[src/rtl/alu_pkg.sv]
// Shared ALU definitions: ALUOp values, R-type opcodes, internal control encoding
// and the decode from (ALUOp, opcode) to that encoding.
package alu_pkg;

   localparam logic [1:0] ALUOP_ADD   = 2'b00;
   localparam logic [1:0] ALUOP_PASSB = 2'b01;
   localparam logic [1:0] ALUOP_RTYPE = 2'b10;

   localparam logic [10:0] OPC_ADD = 11'b10001011000;
   localparam logic [10:0] OPC_SUB = 11'b11001011000;
   localparam logic [10:0] OPC_AND = 11'b10001010000;
   localparam logic [10:0] OPC_ORR = 11'b10101010000;
   localparam logic [10:0] OPC_EOR = 11'b11001010000;

   typedef enum logic [2:0] {
      ALU_ADD,
      ALU_SUB,
      ALU_AND,
      ALU_ORR,
      ALU_EOR,
      ALU_PASSB,
      ALU_ILLEGAL
   } alu_ctrl_e;

   function automatic alu_ctrl_e alu_decode(input logic [1:0] alu_op, input logic [10:0] opcode);
      alu_ctrl_e ctrl;
      ctrl = ALU_ILLEGAL;
      case (alu_op)
         ALUOP_ADD:   ctrl = ALU_ADD;
         ALUOP_PASSB: ctrl = ALU_PASSB;
         ALUOP_RTYPE: begin
            case (opcode)
               OPC_ADD: ctrl = ALU_ADD;
               OPC_SUB: ctrl = ALU_SUB;
               OPC_AND: ctrl = ALU_AND;
               OPC_ORR: ctrl = ALU_ORR;
               OPC_EOR: ctrl = ALU_EOR;
               default: ctrl = ALU_ILLEGAL;
            endcase
         end
         default:     ctrl = ALU_ILLEGAL;
      endcase
      return ctrl;
   endfunction

endpackage

[src/rtl/alu_core.sv]
// Combinational LEGv8 ALU: control decode plus result, zero and illegal flags.
module alu_core
   import alu_pkg::*;
#(
   parameter int unsigned DATA_W = 64
) (
   input  logic [DATA_W-1:0] i_a,
   input  logic [DATA_W-1:0] i_b,
   input  logic [1:0]        i_alu_op,
   input  logic [10:0]       i_opcode,
   output logic [DATA_W-1:0] o_result,
   output logic              o_zero,
   output logic              o_illegal
);

   alu_ctrl_e w_ctrl;

   assign w_ctrl = alu_decode(i_alu_op, i_opcode);

   always_comb begin
      o_result  = '0;
      o_illegal = 1'b0;
      case (w_ctrl)
         ALU_ADD:   o_result = i_a + i_b;
         ALU_SUB:   o_result = i_a - i_b;
         ALU_AND:   o_result = i_a & i_b;
         ALU_ORR:   o_result = i_a | i_b;
         ALU_EOR:   o_result = i_a ^ i_b;
         ALU_PASSB: o_result = i_b;
         default:   o_illegal = 1'b1;
      endcase
   end

   assign o_zero = (o_result == '0);

endmodule

[src/rtl/regfile_alu_pipe.sv]
// Two-stage execute block: register file with X/W bypass feeding alu_core,
// valid/ready handshakes on both sides and in-order writeback on retirement.
module regfile_alu_pipe
   import alu_pkg::*;
#(
   parameter int unsigned DATA_W    = 64,
   parameter int unsigned REG_COUNT = 32,
   parameter int unsigned ADDR_W    = 5,
   parameter int unsigned ZERO_REG  = 31
) (
   input  logic              clock,
   input  logic              reset_n,
   input  logic              in_valid,
   output logic              in_ready,
   input  logic [ADDR_W-1:0] in_read1,
   input  logic [ADDR_W-1:0] in_read2,
   input  logic [ADDR_W-1:0] in_write_reg,
   input  logic              in_reg_write,
   input  logic [1:0]        in_alu_op,
   input  logic [10:0]       in_opcode,
   input  logic [DATA_W-1:0] in_imm,
   input  logic              in_use_imm,
   output logic              out_valid,
   input  logic              out_ready,
   output logic [DATA_W-1:0] out_result,
   output logic              out_zero,
   output logic              out_illegal,
   output logic [ADDR_W-1:0] out_write_reg
);

   localparam logic [ADDR_W-1:0] ZR     = ADDR_W'(ZERO_REG);
   localparam logic [ADDR_W:0]   NREGS  = (ADDR_W+1)'(REG_COUNT);

   logic [DATA_W-1:0] r_regs [REG_COUNT];

   logic              r_x_valid;
   logic [DATA_W-1:0] r_x_a;
   logic [DATA_W-1:0] r_x_b;
   logic [1:0]        r_x_alu_op;
   logic [10:0]       r_x_opcode;
   logic [ADDR_W-1:0] r_x_write_reg;
   logic              r_x_reg_write;

   logic              r_out_valid;
   logic [DATA_W-1:0] r_out_result;
   logic              r_out_zero;
   logic              r_out_illegal;
   logic [ADDR_W-1:0] r_out_write_reg;
   logic              r_w_reg_write;

   logic [DATA_W-1:0] w_alu_result;
   logic              w_alu_zero;
   logic              w_alu_illegal;
   logic              w_free;
   logic              w_x_adv;
   logic              w_in_ready;
   logic              w_accept;
   logic              w_x_wr_en;
   logic              w_retire_wr;
   logic [ADDR_W-1:0] w_src [2];
   logic [DATA_W-1:0] w_rd  [2];

   assign w_free     = !r_out_valid || out_ready;
   assign w_x_adv    = r_x_valid && w_free;
   assign w_in_ready = !r_x_valid || w_free;
   assign w_accept   = in_valid && w_in_ready;

   // Illegal results never reach the register file, so they must not be bypassed either.
   assign w_x_wr_en   = r_x_reg_write && !w_alu_illegal;
   assign w_retire_wr = r_out_valid && out_ready && r_w_reg_write &&
                        (r_out_write_reg != ZR) && ({1'b0, r_out_write_reg} < NREGS);

   assign w_src[0] = in_read1;
   assign w_src[1] = in_read2;

   always_comb begin
      for (int unsigned s = 0; s < 2; s++) begin
         w_rd[s] = '0;
         if (w_src[s] == ZR)
            w_rd[s] = '0;
         else if (r_x_valid && w_x_wr_en && (r_x_write_reg == w_src[s]))
            w_rd[s] = w_alu_result;
         else if (r_out_valid && r_w_reg_write && (r_out_write_reg == w_src[s]))
            w_rd[s] = r_out_result;
         else if ({1'b0, w_src[s]} < NREGS)
            w_rd[s] = r_regs[w_src[s]];
      end
   end

   always_ff @(posedge clock or negedge reset_n) begin
      if (!reset_n) begin
         for (int unsigned i = 0; i < REG_COUNT; i++)
            r_regs[i] <= '0;
      end else if (w_retire_wr) begin
         r_regs[r_out_write_reg] <= r_out_result;
      end
   end

   always_ff @(posedge clock or negedge reset_n) begin
      if (!reset_n) begin
         r_x_valid     <= 1'b0;
         r_x_a         <= '0;
         r_x_b         <= '0;
         r_x_alu_op    <= '0;
         r_x_opcode    <= '0;
         r_x_write_reg <= '0;
         r_x_reg_write <= 1'b0;
      end else if (w_in_ready) begin
         r_x_valid <= in_valid;
         if (w_accept) begin
            r_x_a         <= w_rd[0];
            r_x_b         <= in_use_imm ? in_imm : w_rd[1];
            r_x_alu_op    <= in_alu_op;
            r_x_opcode    <= in_opcode;
            r_x_write_reg <= in_write_reg;
            r_x_reg_write <= in_reg_write;
         end
      end
   end

   always_ff @(posedge clock or negedge reset_n) begin
      if (!reset_n) begin
         r_out_valid     <= 1'b0;
         r_out_result    <= '0;
         r_out_zero      <= 1'b0;
         r_out_illegal   <= 1'b0;
         r_out_write_reg <= '0;
         r_w_reg_write   <= 1'b0;
      end else if (w_free) begin
         r_out_valid <= r_x_valid;
         if (w_x_adv) begin
            r_out_result    <= w_alu_result;
            r_out_zero      <= w_alu_zero;
            r_out_illegal   <= w_alu_illegal;
            r_out_write_reg <= r_x_write_reg;
            r_w_reg_write   <= w_x_wr_en;
         end
      end
   end

   alu_core #(
      .DATA_W (DATA_W)
   ) u_alu (
      .i_a       (r_x_a),
      .i_b       (r_x_b),
      .i_alu_op  (r_x_alu_op),
      .i_opcode  (r_x_opcode),
      .o_result  (w_alu_result),
      .o_zero    (w_alu_zero),
      .o_illegal (w_alu_illegal)
   );

   assign in_ready      = w_in_ready;
   assign out_valid     = r_out_valid;
   assign out_result    = r_out_result;
   assign out_zero      = r_out_zero;
   assign out_illegal   = r_out_illegal;
   assign out_write_reg = r_out_write_reg;

endmodule
[config.mk]
export PLATFORM = sky130hd
export DESIGN_NAME = regfile_alu_pipe
export DESIGN_NICKNAME = d
export VERILOG_FILES = /design/src/rtl/alu_pkg.sv /design/src/rtl/alu_core.sv /design/src/rtl/regfile_alu_pipe.sv
export SDC_FILE = /design/constraint.sdc
export NUM_CORES = 2
export LEC_CHECK = 0
export CAP_MARGIN = 20
export CORE_ASPECT_RATIO = 1.75
export CORE_MARGIN = 3
export CORE_UTILIZATION = 44
export CTS_BUF_LIST = sky130_fd_sc_hd__clkbuf_16
export CTS_CLUSTER_DIAMETER = 150
export DETAILED_ROUTE_END_ITERATION = 8
export SKIP_CTS_REPAIR_TIMING = 1
export SYNTH_ARGS = -nofsm -noshare
export SYNTH_HDL_FRONTEND = slang
export SYNTH_HIERARCHICAL = 1
export SYNTH_SLANG_ARGS = --single-unit
[constraint.sdc]
create_clock -name clock -period 7 [get_ports clock]
set_input_delay 1.4 -clock clock [delete_from_list [all_inputs] [get_ports clock]]
set_output_delay 1.4 -clock clock [all_outputs]
set_load 0.02 [all_outputs]
==> Yosys cells after proc, flatten, opt, wreduce, memory -nomap -nowiden <==
Index checks and enable logic that the tools add are counted.
{ "totals": {"in_bits": 98, "word_cells": 119, "output_inout_bits": 73, "register_bits": 2269} }
{ "op_classes": {"add_sub_neg": 2, "magnitude_cmp": 4, "n_bitwise": 6, "n_mux": 20, "n_eq_ne": 19, "n_reduce_logical": 23} }
{ "op_table": {"columns": ["operator", "count"], "rows": [
  ["2048-bit bitwise mux", 1],
  ["64-bit two-way mux", 12],
  ["64-bit binary-select mux with 5-bit select", 2],
  ["64-bit one-hot mux with 6 select lines", 1],
  ["64-bit demux with 5-bit select", 1],
  ["64-bit adder", 1],
  ["64-bit AND", 1],
  ["64-bit logical NOT", 1],
  ["64-bit bitwise OR", 1],
  ["64-bit subtractor", 1],
  ["64-bit bitwise XOR", 1],
  ["11-bit equality test (second input constant)", 5],
  ["5-bit equality test", 4],
  ["6-bit >= comparator (second input constant)", 3],
  ["5-bit inverter with 6-bit output", 3],
  ["3-bit one-hot mux with 5 select lines", 1],
  ["1-bit logical AND", 13],
  ["5-bit equality test (second input constant)", 2],
  ["3-bit one-hot mux with 3 select lines", 1],
  ["3-bit by 2-bit equality test with 1-bit output (second input constant)", 2],
  ["3-bit equality test (second input constant)", 2],
  ["6-bit by 1-bit less-than comparator with 1-bit output (second input constant)", 1],
  ["6-bit OR reduction", 1],
  ["5-bit inequality test (second input constant)", 1],
  ["other kinds (9)", 12]
]} }

==> Longest topological paths before layout <==
{ "logic_depth": {"word_depth": 11, "depth_mapped": 29, "mapped_depth_nobuf": 28} }

==> Hierarchy <==
The synthesis kept the hierarchy.
{ "modules_own_cells": {"columns": ["module", "cells_per_inst", "area_each_um2", "n_inst", "seq_area_each_um2"], "rows": [
  ["regfile_alu_pipe", 8668, 120824.6, 1, 56779.5],
  ["alu_core", 1486, 9675.5, 1, 0.0]
]} }

==> Worst setup path before layout <==
Ideal clock, no wire load.
{ "synth_path": {"path_kind": "register to register", "from": "register r_x_b[10]", "to": "register r_out_zero (netlist: out_zero)", "setup_time_ns": 0.065, "t_arrival_ns": 6.100, "period_less_slack_ns": 6.164, "n_path_buf": 1, "stages_incl_launch_ff": 25, "slack_ns": 0.836, "path_cell_list": "dfrtp_1 -> or4_1 -> nand4b_1 -> or3_1 -> or3_1 -> or3_1 -> or3_1 -> nor3_1 -> a21oi_1 -> xnor2_1 -> ha_1 -> clkbuf_1 -> a21oi_1 -> nand2_1 -> a221oi_1 -> o21ai_0 -> a31oi_1 -> o21ai_0 -> xnor2_1 -> o21ai_0 -> or4b_2 -> nor4_1 -> nand2_1 -> nor4b_2 -> mux2_2"} }
{ "synth_between": {"elab_chain_cells": 3} }
{ "synth_lines": {"columns": ["element", "line", "source"], "rows": [
  ["from (decl)", "regfile_alu_pipe.sv:38", "logic [DATA_W-1:0] r_x_b;"],
  ["from (signal assigned)", "regfile_alu_pipe.sv:112", "r_x_b <= in_use_imm ? in_imm : w_rd[1];"],
  ["64-bit subtractor / 64-bit adder (equally long branches)", "alu_core.sv:25, alu_core.sv:24", null],
  ["64-bit one-hot mux with 6 select lines (*)", "alu_core.sv:23", "case (w_ctrl)"],
  ["via w_alu_result[44]", "regfile_alu_pipe.sv:51", "logic [DATA_W-1:0] w_alu_result;"],
  ["64-bit logical NOT (*)", "alu_core.sv:34", "assign o_zero = (o_result == '0);"],
  ["via w_alu_zero", "regfile_alu_pipe.sv:52", "logic w_alu_zero;"],
  ["to (signal assigned)", "regfile_alu_pipe.sv:133", "r_out_zero <= w_alu_zero;"],
  ["to (decl)", "regfile_alu_pipe.sv:46", "logic r_out_zero;"]
]} }
Mark *: on every way through the listed nets, which the timed path passes. The rest lies on a longest branch.
A chain may end at the register's enable or synchronous reset.

==> Worst setup path after layout <==
{ "layout_path": {"from": "register r_x_opcode[2]", "to": "register r_x_b[33]"} }
{ "layout_lines": {"columns": ["element", "line", "source"], "rows": [
  ["from (decl)", "regfile_alu_pipe.sv:40", "logic [10:0] r_x_opcode;"],
  ["from (signal assigned)", "regfile_alu_pipe.sv:114", "r_x_opcode <= in_opcode;"],
  ["11-bit equality test", "alu_pkg.sv:32", "case (opcode)"],
  ["3-bit one-hot mux with 5 select lines (*)", "alu_pkg.sv:32", null],
  ["3-bit one-hot mux with 3 select lines (*)", "alu_pkg.sv:28", "case (alu_op)"],
  ["3-bit equality test, or another cell as far along", "alu_core.sv:23", null],
  ["64-bit one-hot mux with 6 select lines (*)", "alu_core.sv:23", null],
  ["via w_alu_result[33]", "regfile_alu_pipe.sv:51", null],
  ["64-bit two-way mux (*)", "regfile_alu_pipe.sv:81", "else if (r_x_valid && w_x_wr_en && (r_x_write_reg == w_src[s]))"],
  ["64-bit two-way mux (*)", "regfile_alu_pipe.sv:79", "if (w_src[s] == ZR)"],
  ["64-bit two-way mux (*)", "regfile_alu_pipe.sv:112", null]
]} }
Marks and branches as above.

==> impl_metrics.ini <==
[power_and_ir_drop]
peakVddDrop_mv = 0.223
switching_share_pct = 35.9
p_seq_share_pct = 41.0
p_int_w = 0.0265
pwr-share-clk_pct = 28.7
pwr-share-comb_pct = 30.4
p_switching_w = 0.0148
p_leak_nw = 66.4
powerDensity_mw_per_mm2 = 284

[finish]
largest-register = r_regs
drive_gt1_share_pct = 39.6
largest_reg_flops = 2048
instances_no_fill = 14174
syn_to_final_growth_pct = 11.7
stdcell_area_mm2 = 0.146
final_cell_mix = dfrtp_1 (2268), mux2_2 (2096), mux4_2 (786), buf_4 (590), nand2_1 (477)
fin_nets = 10433
layout_commonest_cell = dfrtp_1

[routing]
routedWlPerCell_um = 40.9
antenna_left = 0
drt_pass1_iterations = 6
initialDrtViolationCount = 12798
via_per_inst = 7.09
num_vias = 100551
wl_mm = 579
drc = 0

[sta]
hold_slack_ns = 0.380
layout_min_cycle_time_ns = 6.86
setup_viol = 0
max_slew_margin_pct = 12.6
post-route-period-util_pct = 98.0
max_slew.worst_pin.slew_ns = 1.31
clock_skew_ns = 0.111
hold_violations = 0
fmax_mhz = 146
drv_slew = 0

[critical_path]
r2r_cells = 22
worst_setup_path_start_kind = flop
crit_type = reg2reg
end_kind = flop
worstPathRequired_ns = 7.87
crit_fanout = 12
worstPathArrival_ns = 7.73

[synthesis]
ys_types = 103
synthXorXnorAreaFrac_pct = 0.826
synth_top_family_by_area = multiplexers
syn_avg_cell_area_um2 = 12.9
synth_edf_count = 0
yosysSeqAreaShare_pct = 43.5
synth_nets = 10445
synth_cells = 10154
async_flop_share_pct = 100
synthSimpleGateAreaFrac_pct = 5.44
yosys_warnings = 6
synth_area_mm2 = 0.131
synthFlopType = dfrtp_1
ys_seq_elements = 2269
synthMuxAreaShare_pct = 35.4
synth_compound_area_share_pct = 8.53
synth-adder-area-share_pct = 1.86

[clocking]
cts_tree = built
clk_latency_ns = 0.96
clockBufferDepth = 4
clk_pin_slew_ns = 0.07
cts_buffers = 220
cts.sink_count = 2269
cts_max_level = 4
clock-root-buffer = clkbuf_16

[place]
placed_cell_area_mm2 = 0.139
portBuffers = 170
dp.cells = 13750
place_congestion = 0.993
hpwl_mm = 381

[worst_hold_path]
hp-class = in2async

[floorplan]
dieWidth_um = 418
row_count = 263
initial_utilization_pct = 44.4
dieArea_mm2 = 0.303
ios = 171
core_mm2 = 0.294
die_h_um = 726

[grt]
grt_max_degree = 188
grt_pass1_vias = 101844
grtUsageTotal_pct = 37.4
overflow = 0
antenna_found_initial = 47
grt_first_pass_wirelength_mm = 806

[flow_run]
drv_cap = 0

[outcome]
outcome = completed
==> per-layer routing <==
layer  vias to the layer above  track usage (%)  share of wire, %
met5                         -                0             0.036
met4                        32             27.6               8.8
met3                      2046             8.81               9.4
met2                      6217             58.6                46
met1                     53436             45.0                36
li1                      38820                -                 -
==> critical path: stages (launching register included) <==
cell      delay [ns]
dfrtp_1         0.39
nor3b_1         0.62
and3_1          0.30
nand3_1         0.27
buf_4           0.31
o21ai_0         0.12
xnor2_1         0.10
ha_1            0.53
nand2_1         0.14
buf_4           0.18
o21ai_0         0.77
a21oi_1         0.33
a21boi_0        0.25
buf_4           0.18
nor2_1          0.04
o21bai_1        0.16
xnor2_1         0.15
o21ai_1         0.54
inv_1           0.24
a311oi_1        0.29
buf_4           0.23
nand4_1         0.36
nand3_1         0.22
==> kinds of logic after synthesis <==
kind of cell / Yosys count
simple gates: 1401
flops: 2269
fa+ha+maj: 193
xor+xnor: 123
mux: 3350
compound gates: 1542
buf+inv: 1276
==> Yosys cell counts, drive strengths merged (50+ instances only) <==
library cell,count,area share [%]
ha,192,1.8
a31oi,52,0.25
mux2i,427,3.3
o22a,62,0.42
xnor2,94,0.63
nand2,491,1.4
nand3,157,0.60
a22o,77,0.52
clkbuf,628,1.8
a211oi,72,0.42
dfrtp,2269,44
mux2,2137,19
inv,190,0.55
nor3,86,0.33
o31ai,54,0.31
buf,458,2.1
nor2,230,0.68
o22ai,186,0.89
a311oi,50,0.34
o221ai,75,0.50
nand4,144,0.69
o21ai,216,0.83
and4,64,0.43
a21oi,194,0.74
mux4,786,14
a21o,80,0.46
a22oi,80,0.46
==> worst paths after layout <==
kind	slack (ns)	from	end
min in group clock	0.40	r_regs[46]	r_regs[46]
hold / removal	0.38	reset_n	r_regs[1215]
hold reg to reg	0.40	r_regs[46]	r_regs[46]
max in group asynchronous	4.49	reset_n	r_regs[97]
setup / recovery	0.14	r_x_opcode[2]	r_x_b[33]
setup reg to reg	0.14	r_x_opcode[2]	r_x_b[33]
==> cell type report <==
cell class                      count  area [um2]
Antenna cell                       22        55.1
Multi-Input combinational cell   6609       68700
Sequential cell                  2269       56800
Clock buffer                      222        5560
Inverter                          190         716
Timing Repair Buffer              852        7980
Tap cell                         3842        4810
Fill cell                       25733      148000
Clock inverter                    168        1200
==> power by group through the flow <==
stage / registers (W) / logic [W] / clock network (W)
4_1_cts: 0.0169 / 0.0121 / 0.0119
5_1_grt: 0.0171 / 0.0131 / 0.0124
3_3_place_gp: 0.0170 / 0.0118 / 0
6_report: 0.0169 / 0.0125 / 0.0119
3_5_place_dp: 0.0171 / 0.0121 / 0
2_1_floorplan: 0.0166 / 0.00689 / 0
==> metrics by stage <==
stage               worst slack [ns]  total power, W  TNS [ns]  utilization (%)
floorplan                      0.836          0.0235         0                -
global placement              -0.196          0.0288    -0.511             47.0
detailed placement            -0.221          0.0292    -0.606             47.1
CTS                           -0.265          0.0409    -0.815             49.4
global route                 -0.0909          0.0426    -0.109             49.5
finish                         0.141          0.0413         0             49.5
Power figures use the tool's default switching activity.
